## src/rtl/clint_timer_trap_pkg.sv

```systemverilog
// Shared constants for the MEM-stage trap controller and its CLINT timer:
// trap bus bit positions, cause codes, CLINT offsets, stall/flush masks.
package clint_timer_trap_pkg;

  localparam int TRAP_BUS     = 4;
  localparam int TRAP_ECALL   = 0;
  localparam int TRAP_EBREAK  = 1;
  localparam int TRAP_MRET    = 2;
  localparam int TRAP_ILLEGAL = 3;

  localparam logic [3:0] CAUSE_ILLEGAL = 4'd2;
  localparam logic [3:0] CAUSE_EBREAK  = 4'd3;
  localparam logic [3:0] CAUSE_ECALL   = 4'd11;
  localparam logic [3:0] CAUSE_MSI     = 4'd3;
  localparam logic [3:0] CAUSE_MTI     = 4'd7;

  localparam logic [15:0] CLINT_MSIP     = 16'h0000;
  localparam logic [15:0] CLINT_MTIMECMP = 16'h4000;
  localparam logic [15:0] CLINT_MTIME    = 16'hBFF8;

  // bit 0 = PC ... bit 5 = WB
  localparam logic [5:0] RST_STALL      = 6'b000000;
  localparam logic [5:0] RST_FLUSH      = 6'b011111;
  localparam logic [5:0] RAM_STALL      = 6'b001111;
  localparam logic [5:0] RAM_FLUSH      = 6'b010000;
  localparam logic [5:0] TRAP_STALL     = 6'b000001;
  localparam logic [5:0] TRAP_FLUSH     = 6'b001110;
  localparam logic [5:0] JUMP_STALL     = 6'b000000;
  localparam logic [5:0] JUMP_FLUSH     = 6'b000110;
  localparam logic [5:0] LOAD_USE_STALL = 6'b000011;
  localparam logic [5:0] LOAD_USE_FLUSH = 6'b000100;

  localparam int MSTATUS_MIE  = 3;
  localparam int MSTATUS_MPIE = 7;
  localparam int MSTATUS_MPP  = 11;

  typedef enum logic [1:0] {
    ST_IDLE   = 2'd0,
    ST_ENTER  = 2'd1,
    ST_RETURN = 2'd2
  } trap_state_t;

  // Byte-lane merge used by every CLINT register write.
  function automatic logic [63:0] byte_merge(input logic [63:0] old_val,
                                             input logic [63:0] wdata,
                                             input logic [7:0]  wstrb);
    logic [63:0] res;
    res = old_val;
    for (int i = 0; i < 8; i++) begin
      if (wstrb[i]) res[i*8 +: 8] = wdata[i*8 +: 8];
    end
    return res;
  endfunction

endpackage

```

## src/rtl/clint_timer_trap_mtimer.sv

```systemverilog
// CLINT timer block: prescaler, mtime, mtimecmp, msip, MMIO decode and the
// registered MTIP/MSIP interrupt lines.
module clint_timer_trap_mtimer
  import clint_timer_trap_pkg::*;
#(
  parameter int TICK_DIV = 1
) (
  input  logic        clk,
  input  logic        rst,
  input  logic        mmio_valid_i,
  input  logic        mmio_we_i,
  input  logic [15:0] mmio_addr_i,
  input  logic [63:0] mmio_wdata_i,
  input  logic [7:0]  mmio_wstrb_i,
  output logic [63:0] mmio_rdata_o,
  output logic        mmio_ready_o,
  output logic        mtip_o,
  output logic        msip_o
);

  localparam int PW = (TICK_DIV > 1) ? $clog2(TICK_DIV) : 1;

  logic [PW-1:0] presc_q;
  logic [63:0]   mtime_q;
  logic [63:0]   mtimecmp_q;
  logic          msip_q;
  logic          accept;
  logic          wr_msip;
  logic          wr_mtimecmp;
  logic          wr_mtime;
  logic          tick;
  logic [63:0]   rd_mux;

  // A new request is only taken once the previous response has retired.
  assign accept      = mmio_valid_i & ~mmio_ready_o;
  assign wr_msip     = accept & mmio_we_i & (mmio_addr_i == CLINT_MSIP);
  assign wr_mtimecmp = accept & mmio_we_i & (mmio_addr_i == CLINT_MTIMECMP);
  assign wr_mtime    = accept & mmio_we_i & (mmio_addr_i == CLINT_MTIME);
  assign tick        = (presc_q == PW'(TICK_DIV - 1));

  // Prescaler and mtime; a software write to mtime wins over the tick.
  always_ff @(posedge clk) begin
    if (rst) begin
      presc_q <= '0;
      mtime_q <= '0;
    end else if (wr_mtime) begin
      presc_q <= '0;
      mtime_q <= byte_merge(mtime_q, mmio_wdata_i, mmio_wstrb_i);
    end else if (tick) begin
      presc_q <= '0;
      mtime_q <= mtime_q + 64'd1;
    end else begin
      presc_q <= presc_q + PW'(1);
    end
  end

  // Software-visible compare value and software interrupt bit.
  always_ff @(posedge clk) begin
    if (rst) begin
      mtimecmp_q <= '1;
      msip_q     <= 1'b0;
    end else begin
      if (wr_mtimecmp) mtimecmp_q <= byte_merge(mtimecmp_q, mmio_wdata_i, mmio_wstrb_i);
      if (wr_msip && mmio_wstrb_i[0]) msip_q <= mmio_wdata_i[0];
    end
  end

  // Registered timer compare.
  always_ff @(posedge clk) begin
    if (rst) mtip_o <= 1'b0;
    else     mtip_o <= (mtime_q >= mtimecmp_q);
  end

  assign msip_o = msip_q;

  // Read decode; unmapped offsets read zero.
  always_comb begin
    rd_mux = '0;
    case (mmio_addr_i)
      CLINT_MSIP:     rd_mux = {63'd0, msip_q};
      CLINT_MTIMECMP: rd_mux = mtimecmp_q;
      CLINT_MTIME:    rd_mux = mtime_q;
      default:        rd_mux = '0;
    endcase
  end

  // Single-cycle response with read data on the ready cycle.
  always_ff @(posedge clk) begin
    if (rst) begin
      mmio_ready_o <= 1'b0;
      mmio_rdata_o <= '0;
    end else begin
      mmio_ready_o <= accept;
      mmio_rdata_o <= (accept && !mmio_we_i) ? rd_mux : '0;
    end
  end

endmodule

```

## src/rtl/clint_timer_trap.sv

```systemverilog
// Machine-mode trap controller in the MEM stage: prioritises interrupts and
// exceptions, sequences trap entry / mret, and drives CSR writes, the PC
// redirect and the pipeline stall/flush masks.
//
// state     | meaning
// ----------+-----------------------------------------------------------
// ST_IDLE   | waiting for an accepted trap or mret (deferred on RAM stall)
// ST_ENTER  | one cycle: mepc/mcause/mtval/mstatus writes, redirect to mtvec
// ST_RETURN | one cycle: mstatus write, redirect to mepc
module clint_timer_trap
  import clint_timer_trap_pkg::*;
#(
  parameter int XLEN     = 64,
  parameter int TICK_DIV = 1,
  parameter int NSTAGE   = 6
) (
  input  logic                clk,
  input  logic                rst,
  input  logic [XLEN-1:0]     pc_i,
  input  logic [31:0]         inst_data_i,
  input  logic                inst_valid_i,
  input  logic [TRAP_BUS-1:0] trap_bus_i,
  input  logic                ram_stall_valid_if_i,
  input  logic                ram_stall_valid_mem_i,
  input  logic                load_use_valid_id_i,
  input  logic                jump_valid_ex_i,
  input  logic [XLEN-1:0]     csr_mstatus_readdata_i,
  input  logic [XLEN-1:0]     csr_mie_readdata_i,
  input  logic [XLEN-1:0]     csr_mepc_readdata_i,
  input  logic [XLEN-1:0]     csr_mtvec_readdata_i,
  output logic [XLEN-1:0]     csr_mstatus_writedata_o,
  output logic [XLEN-1:0]     csr_mepc_writedata_o,
  output logic [XLEN-1:0]     csr_mcause_writedata_o,
  output logic [XLEN-1:0]     csr_mtval_writedata_o,
  output logic                csr_mstatus_write_valid_o,
  output logic                csr_mepc_write_valid_o,
  output logic                csr_mcause_write_valid_o,
  output logic                csr_mtval_write_valid_o,
  output logic [XLEN-1:0]     mip_o,
  input  logic                mmio_valid_i,
  input  logic                mmio_we_i,
  input  logic [15:0]         mmio_addr_i,
  input  logic [63:0]         mmio_wdata_i,
  input  logic [7:0]          mmio_wstrb_i,
  output logic [63:0]         mmio_rdata_o,
  output logic                mmio_ready_o,
  output logic [XLEN-1:0]     clint_pc_o,
  output logic                clint_pc_valid_o,
  output logic [NSTAGE-1:0]   stall_o,
  output logic [NSTAGE-1:0]   flush_o
);

  trap_state_t     state_q, state_d;
  logic            mtip, msip;
  logic            irq_timer, irq_soft, irq_take;
  logic            exc_raw, inst_exc, can_accept;
  logic            take_trap, take_mret;
  logic [3:0]      cause;
  logic [XLEN-1:0] tval, mcause_val, target, enter_mstatus, ret_mstatus;
  logic            unused_mie;

  clint_timer_trap_mtimer #(.TICK_DIV(TICK_DIV)) u_mtimer (
    .clk          (clk),
    .rst          (rst),
    .mmio_valid_i (mmio_valid_i),
    .mmio_we_i    (mmio_we_i),
    .mmio_addr_i  (mmio_addr_i),
    .mmio_wdata_i (mmio_wdata_i),
    .mmio_wstrb_i (mmio_wstrb_i),
    .mmio_rdata_o (mmio_rdata_o),
    .mmio_ready_o (mmio_ready_o),
    .mtip_o       (mtip),
    .msip_o       (msip)
  );

  assign mip_o      = {{(XLEN-8){1'b0}}, mtip, 3'b000, msip, 3'b000};
  assign unused_mie = &{1'b0, csr_mie_readdata_i};

  // An instruction that is itself trapping blocks the interrupt, so the
  // exception is taken and the interrupt stays pending for a later slot.
  assign exc_raw    = trap_bus_i[TRAP_ILLEGAL] | trap_bus_i[TRAP_EBREAK] | trap_bus_i[TRAP_ECALL];
  assign inst_exc   = inst_valid_i & exc_raw;
  assign irq_timer  = csr_mie_readdata_i[7] & mtip;
  assign irq_soft   = csr_mie_readdata_i[3] & msip;
  assign irq_take   = csr_mstatus_readdata_i[MSTATUS_MIE] & (irq_timer | irq_soft)
                      & inst_valid_i & ~exc_raw;
  assign can_accept = (state_q == ST_IDLE) & ~ram_stall_valid_mem_i & ~ram_stall_valid_if_i;
  assign take_trap  = can_accept & (irq_take | inst_exc);
  assign take_mret  = can_accept & inst_valid_i & trap_bus_i[TRAP_MRET] & ~irq_take & ~inst_exc;

  // Cause, tval, mstatus images and redirect target for the accepted source.
  always_comb begin
    cause = CAUSE_ECALL;
    tval  = '0;
    if (irq_take)                       cause = irq_timer ? CAUSE_MTI : CAUSE_MSI;
    else if (trap_bus_i[TRAP_ILLEGAL]) begin
      cause = CAUSE_ILLEGAL;
      tval  = XLEN'(inst_data_i);
    end else if (trap_bus_i[TRAP_EBREAK]) begin
      cause = CAUSE_EBREAK;
      tval  = pc_i;
    end
    mcause_val = irq_take ? {1'b1, (XLEN-1)'(cause)} : XLEN'(cause);
    target     = {csr_mtvec_readdata_i[XLEN-1:2], 2'b00};
    if (irq_take && csr_mtvec_readdata_i[1:0] == 2'b01)
      target = target + XLEN'({cause, 2'b00});
    enter_mstatus = csr_mstatus_readdata_i;
    enter_mstatus[MSTATUS_MPIE]            = csr_mstatus_readdata_i[MSTATUS_MIE];
    enter_mstatus[MSTATUS_MIE]             = 1'b0;
    enter_mstatus[MSTATUS_MPP+1:MSTATUS_MPP] = 2'b11;
    ret_mstatus = csr_mstatus_readdata_i;
    ret_mstatus[MSTATUS_MIE]               = csr_mstatus_readdata_i[MSTATUS_MPIE];
    ret_mstatus[MSTATUS_MPIE]              = 1'b1;
    ret_mstatus[MSTATUS_MPP+1:MSTATUS_MPP] = 2'b11;
  end

  // State register.
  always_ff @(posedge clk) begin
    if (rst) state_q <= ST_IDLE;
    else     state_q <= state_d;
  end

  // Next state: ENTER/RETURN last exactly one cycle.
  always_comb begin
    state_d = state_q;
    case (state_q)
      ST_IDLE: begin
        if (take_trap)      state_d = ST_ENTER;
        else if (take_mret) state_d = ST_RETURN;
      end
      ST_ENTER:  state_d = ST_IDLE;
      ST_RETURN: state_d = ST_IDLE;
      default:   state_d = ST_IDLE;
    endcase
  end

  // CSR write and redirect registers, loaded on the accept edge so they are
  // presented during the ENTER/RETURN cycle.
  always_ff @(posedge clk) begin
    if (rst) begin
      csr_mstatus_writedata_o   <= '0;
      csr_mepc_writedata_o      <= '0;
      csr_mcause_writedata_o    <= '0;
      csr_mtval_writedata_o     <= '0;
      csr_mstatus_write_valid_o <= 1'b0;
      csr_mepc_write_valid_o    <= 1'b0;
      csr_mcause_write_valid_o  <= 1'b0;
      csr_mtval_write_valid_o   <= 1'b0;
      clint_pc_o                <= '0;
      clint_pc_valid_o          <= 1'b0;
    end else begin
      csr_mstatus_write_valid_o <= 1'b0;
      csr_mepc_write_valid_o    <= 1'b0;
      csr_mcause_write_valid_o  <= 1'b0;
      csr_mtval_write_valid_o   <= 1'b0;
      clint_pc_valid_o          <= 1'b0;
      if (take_trap) begin
        csr_mstatus_writedata_o   <= enter_mstatus;
        csr_mepc_writedata_o      <= pc_i;
        csr_mcause_writedata_o    <= mcause_val;
        csr_mtval_writedata_o     <= tval;
        csr_mstatus_write_valid_o <= 1'b1;
        csr_mepc_write_valid_o    <= 1'b1;
        csr_mcause_write_valid_o  <= 1'b1;
        csr_mtval_write_valid_o   <= 1'b1;
        clint_pc_o                <= target;
        clint_pc_valid_o          <= 1'b1;
      end else if (take_mret) begin
        csr_mstatus_writedata_o   <= ret_mstatus;
        csr_mstatus_write_valid_o <= 1'b1;
        clint_pc_o                <= csr_mepc_readdata_i;
        clint_pc_valid_o          <= 1'b1;
      end
    end
  end

  // Hazard masks, first match wins.
  always_comb begin
    stall_o = '0;
    flush_o = '0;
    if (rst) begin
      stall_o = NSTAGE'(RST_STALL);
      flush_o = NSTAGE'(RST_FLUSH);
    end else if (ram_stall_valid_mem_i || ram_stall_valid_if_i) begin
      stall_o = NSTAGE'(RAM_STALL);
      flush_o = NSTAGE'(RAM_FLUSH);
    end else if (state_q != ST_IDLE) begin
      stall_o = NSTAGE'(TRAP_STALL);
      flush_o = NSTAGE'(TRAP_FLUSH);
    end else if (jump_valid_ex_i) begin
      stall_o = NSTAGE'(JUMP_STALL);
      flush_o = NSTAGE'(JUMP_FLUSH);
    end else if (load_use_valid_id_i) begin
      stall_o = NSTAGE'(LOAD_USE_STALL);
      flush_o = NSTAGE'(LOAD_USE_FLUSH);
    end
  end

endmodule
```

## config.mk

```make
export PLATFORM = sky130hd
export DESIGN_NAME = clint_timer_trap
export DESIGN_NICKNAME = d
export VERILOG_FILES = /design/src/rtl/clint_timer_trap_pkg.sv /design/src/rtl/clint_timer_trap_mtimer.sv /design/src/rtl/clint_timer_trap.sv
export SDC_FILE = /design/constraint.sdc
export NUM_CORES = 1
export LEC_CHECK = 0
export BUFFER_PORTS_ARGS = -buffer_cell sky130_fd_sc_hd__buf_2
export CAP_MARGIN = 20
export CORE_AREA = 2 2 355 357
export CTS_CLUSTER_SIZE = 14
export DETAILED_ROUTE_END_ITERATION = 10
export DIE_AREA = 0 0 357 359
export PLACE_DENSITY = 0.45
export SYNTH_ARGS = -nofsm -noshare
export SYNTH_HDL_FRONTEND = slang
export SYNTH_SLANG_ARGS = --single-unit
```

## constraint.sdc

```tcl
create_clock -name clk -period 3.5 [get_ports clk]
set_input_delay 0.875 -clock clk [delete_from_list [all_inputs] [get_ports clk]]
set_output_delay 0.875 -clock clk [all_outputs]
set_load 0.05 [all_outputs]
```

==> out/qor.txt <==
Largest stage delay on the critical path: 0.65 ns
Slew headroom: 16.16%
YS warnings: 0
CP max stage cell: sky130_fd_sc_hd__dfxtp_1
Final cycle utilization of the critical path: 90.48%
Peak clock frequency supported by timing: 315.8 MHz
Clock Tree Root: sky130_fd_sc_hd__clkbuf_16
Number of clock sinks: 460
Result of the run: completed
GR Overflow Total: 0
List of cells traversed by the critical path: a22o_1 -> nand3_1 -> nor3b_1 -> ha_1 -> a21o_1 -> a31oi_2 -> or3_1 -> buf_4 -> o31a_1 -> o21ai_0 -> a21oi_1
Endpoint arrival time on the critical path: 3.66 ns
TritonCTS clock tree: built
Die Height: 359 µm
Via/cell ratio: 4.548
Max Cap Viol: 0
Sequential element share of the synthesized area: 41.00%
Number of DRC markers in iteration 0: 1,832
Number of antenna violations at the first check in global routing: 97
Avg Cell Area, Syn: 7.920 µm²
Layout cells sized above 1: 27.47%
Top cell type by total area after synthesis: sky130_fd_sc_hd__dfxtp_1
Global-route wire length before repair: 166.4 mm
Number of fillers in the final layout: 14,050
Total setup buffers inserted after CTS: 0
Reg2Reg Depth: 11
Number of register bits inferred by synthesis: 460
Setup Skew: 0.03026 ns
Detailed-route wire length: 119.5 mm
Data required time at the worst endpoint: 3.99 ns
Final count of hold timing violations: 0
Final GP Congestion: 0.8687
Initial DRT Pass Iterations: 5
Number of gates resized after cts: 0
Overall power of the completed layout: 0.01366 W
Latest clock arrival within the worst-skew pair: 0.66 ns
Setup CP Type: flip-flop to flip-flop
Number of buffers added to fix hold violations after cts: 0
LEAKAGE: 13.46 nW
Synth Area in Simple Gates: 26.14%
Type of origin of the critical path: flip-flop
Routed length per placed instance: 22.55 µm
Detailed placer's ending HPWL: 94.47 mm
Pin count of the biggest net entering global routing: 159
Area grow syn2layout: 35.15%
Post-route worst setup slack: 0.3332 ns
Adder-cell share of the synthesized area: 3.844%
First element of the critical path: u_mtimer.msip_o$_SDFFE_PP0P_
Startpoint of the most critical register-to-register path: u_mtimer.msip_o$_SDFFE_PP0P_
Cell area power density: 450.0 nW/µm²
Worst setup EP type: flip-flop
RSZ-0062 raised after global routing: no
Final period demand of the worst path: 3.167 ns
Proportion of synthesized flip-flops having asynchronous set or reset: 0%
Top-Level Pins: 919
Fin nets: 4,082
Gate count of the mapped netlist: 2,836
Max VDD drop: 0.3684 mV
Post-Route Utilization: 24.36%
XOR/XNOR Fraction of Synth Area: 1.404%
Post-DRT Antenna Nets: 0
Class of the worst hold path: flip-flop to flip-flop
Count of cell types in the netlist: 75
Most common cell after layout, fill and taps aside: sky130_fd_sc_hd__buf_2
Slew at the pin closest to its max-slew limit: 1.258 ns
Depth of the critical timing path with buffers and inverters included: 11
Vias in the first global route: 22,870
Buffers and inverters on the worst path: 1
Final number of max-transition violations: 0
Most used DFF post-synth: sky130_fd_sc_hd__dfxtp_1
Final routed DRC violation total: 0
Share of the synthesized area in compound gates (AO/OA/AOI/OAI): 17.90%
Area occupied by multi-input gates: 11,760 µm²
Std-Cell Core Area: 124,600 µm²
Setup crit end: clint_pc_o[17]$_SDFFE_PP0P_
Most frequent cells in the layout: sky130_fd_sc_hd__buf_2, sky130_fd_sc_hd__nand2_1, sky130_fd_sc_hd__dfxtp_1
Area occupied by registers: 9209 µm²
Cell types with the largest area share after synthesis: sky130_fd_sc_hd__dfxtp_1, sky130_fd_sc_hd__nand2_1, sky130_fd_sc_hd__a21oi_1
Number of flops mapped to enable cells by yosys: 0
Capture point of the worst reg-to-reg path: clint_pc_o[17]$_SDFFE_PP0P_
Total number of vias: 24,110
Total CTS buffers: 58
Die Area: 128,200 µm²
CP delay by family, top: compound AO/OA/AOI/OAI gates
Main combinational cell family by area after synthesis: simple AND/OR/NAND/NOR gates
Number of endpoints failing setup at the final stage: 0
Worst-path clk slew: 0.06 ns
Reg-to-reg slack, setup: 0.33 ns
Count of input and output buffers: 730
Die outline width: 357 µm
Place WS: -0.2332 ns
Number of H-tree branching levels: 2
Peak fanout along the critical path: 5
Clk buf depth: 3
Initial core utilization: 18.03%
Share of Yosys cell area claimed by the top area cell type: 41.00%
Total routing resource utilization after global routing: 17.75%
Cell Area, Synth: 22,460 µm²
Share of synthesized area spent on multiplexers: 0.6016%
Number of placement rows: 130
## worst reg2reg max path, delay by kind of cell, from the launching register on
| family | cells | cell delay (ns) |
|---|---|---|
| compound gates | 6 | 0.97 |
| flops | 1 | 0.65 |
| buf+inv | 1 | 0.23 |
| simple gates | 3 | 0.83 |
| fa+ha+maj | 1 | 0.34 |
## final cells by class
cell class / instances / area share, %
multi-input combinational: 2093 / 38.74
sequential: 460 / 30.34
timing repair buffer: 856 / 16.01
tap: 1650 / 6.801
clock buffer: 79 / 5.437
clock inverter: 25 / 1.162
inverter: 91 / 1.125
antenna: 47 / 0.3875
## layer usage
layer	wire [µm]	global-route usage, %	vias up
met5	302	0	-
met4	4733	7.069	44
met3	10590	5.898	238
met2	57070	29.89	977
met1	46830	20.58	11520
li1	-	-	11330
## worst min path at each step
stage / startpoint / end / cells past startpoint
after floorplan: u_mtimer.mtimecmp_q[28]$_SDFFE_PP1P_ / u_mtimer.mtimecmp_q[28]$_SDFFE_PP1P_ / 1
after global placement: csr_mstatus_writedata_o[52]$_SDFFE_PP0P_ / csr_mstatus_writedata_o[52]$_SDFFE_PP0P_ / 2
after detailed placement: csr_mstatus_writedata_o[27]$_SDFFE_PP0P_ / csr_mstatus_writedata_o[27]$_SDFFE_PP0P_ / 2
after CTS: csr_mepc_readdata_i[0] / clint_pc_o[0]$_SDFFE_PP0P_ / 3
after global routing: csr_mstatus_readdata_i[26] / csr_mstatus_writedata_o[26]$_SDFFE_PP0P_ / 3
final: csr_mstatus_writedata_o[27]$_SDFFE_PP0P_ / csr_mstatus_writedata_o[27]$_SDFFE_PP0P_ / 2
## kinds of logic (layout without fill, tap and decap cells)
group           after synthesis  in the layout
simple gates               1223           1223
compound gates              627            627
flops                       460            460
buf+inv                     407           1051
fa+ha+maj                    69             69
xor+xnor                     36             36
mux                          13             13
other cells                   1            172
## power breakdown
part	switching, W	internal, W
sequential	0.0000700	0.00535
clock	0.00261	0.00386
combinational	0.00134	0.000430
total	0.00402	0.00964
## metrics by stage
step                      setup TNS, ns  hold slack (ns)  cell area (µm²)  cells
after floorplan                       0           0.4594            22930   2960
after global placement           -2.678           0.4354            28230   5150
after detailed placement         -3.877           0.4398            28230   5150
after CTS                             0           0.3973            30240   5254
after global routing                  0           0.4184            30300   5279
final                                 0           0.4457            30350   5301
## sequential cells by signal, indices dropped and copies added (netlist names)
register	flops
u_mtimer.msip_o	1
clint_pc_valid_o	1
u_mtimer.mtimecmp_q	64
csr_mstatus_writedata_o	63
u_mtimer.mtime_q	64
u_mtimer.presc_q	1
csr_mcause_writedata_o	5
u_mtimer.mmio_rdata_o	64
clint_pc_o	64
csr_mtval_write_valid_o	1
state_q	2
u_mtimer.mtip_o	1
csr_mtval_writedata_o	64
u_mtimer.mmio_ready_o	1
csr_mepc_writedata_o	64
## cell usage after synthesis (5+ instances only)
master                        n
sky130_fd_sc_hd__a2111oi_0    7
sky130_fd_sc_hd__a211oi_1    79
sky130_fd_sc_hd__a21o_1      16
sky130_fd_sc_hd__a21oi_1    238
sky130_fd_sc_hd__a221oi_1     6
sky130_fd_sc_hd__a22oi_1    102
sky130_fd_sc_hd__a311oi_1    16
sky130_fd_sc_hd__a31oi_1     20
sky130_fd_sc_hd__and2_1      12
sky130_fd_sc_hd__and3_1      84
sky130_fd_sc_hd__and4_1      27
sky130_fd_sc_hd__buf_1       13
sky130_fd_sc_hd__buf_2        8
sky130_fd_sc_hd__buf_4      132
sky130_fd_sc_hd__clkbuf_1   162
sky130_fd_sc_hd__dfxtp_1    460
sky130_fd_sc_hd__ha_1        69
sky130_fd_sc_hd__inv_1       91
sky130_fd_sc_hd__mux2i_1      9
sky130_fd_sc_hd__nand2_1    497
sky130_fd_sc_hd__nand2b_1     5
sky130_fd_sc_hd__nand3_1    205
sky130_fd_sc_hd__nand4_1     49
sky130_fd_sc_hd__nor2_1     167
sky130_fd_sc_hd__nor2b_1      8
sky130_fd_sc_hd__nor3_1      72
sky130_fd_sc_hd__nor3b_1      7
sky130_fd_sc_hd__nor4_1      40
sky130_fd_sc_hd__o211ai_1     9
sky130_fd_sc_hd__o21a_1       6
sky130_fd_sc_hd__o21ai_0     67
sky130_fd_sc_hd__o22ai_1     12
sky130_fd_sc_hd__o31a_1      14
sky130_fd_sc_hd__or3_1       19
sky130_fd_sc_hd__xnor2_1     12
sky130_fd_sc_hd__xor2_1      24
Note: power is estimated with default switching activity, not from simulation.
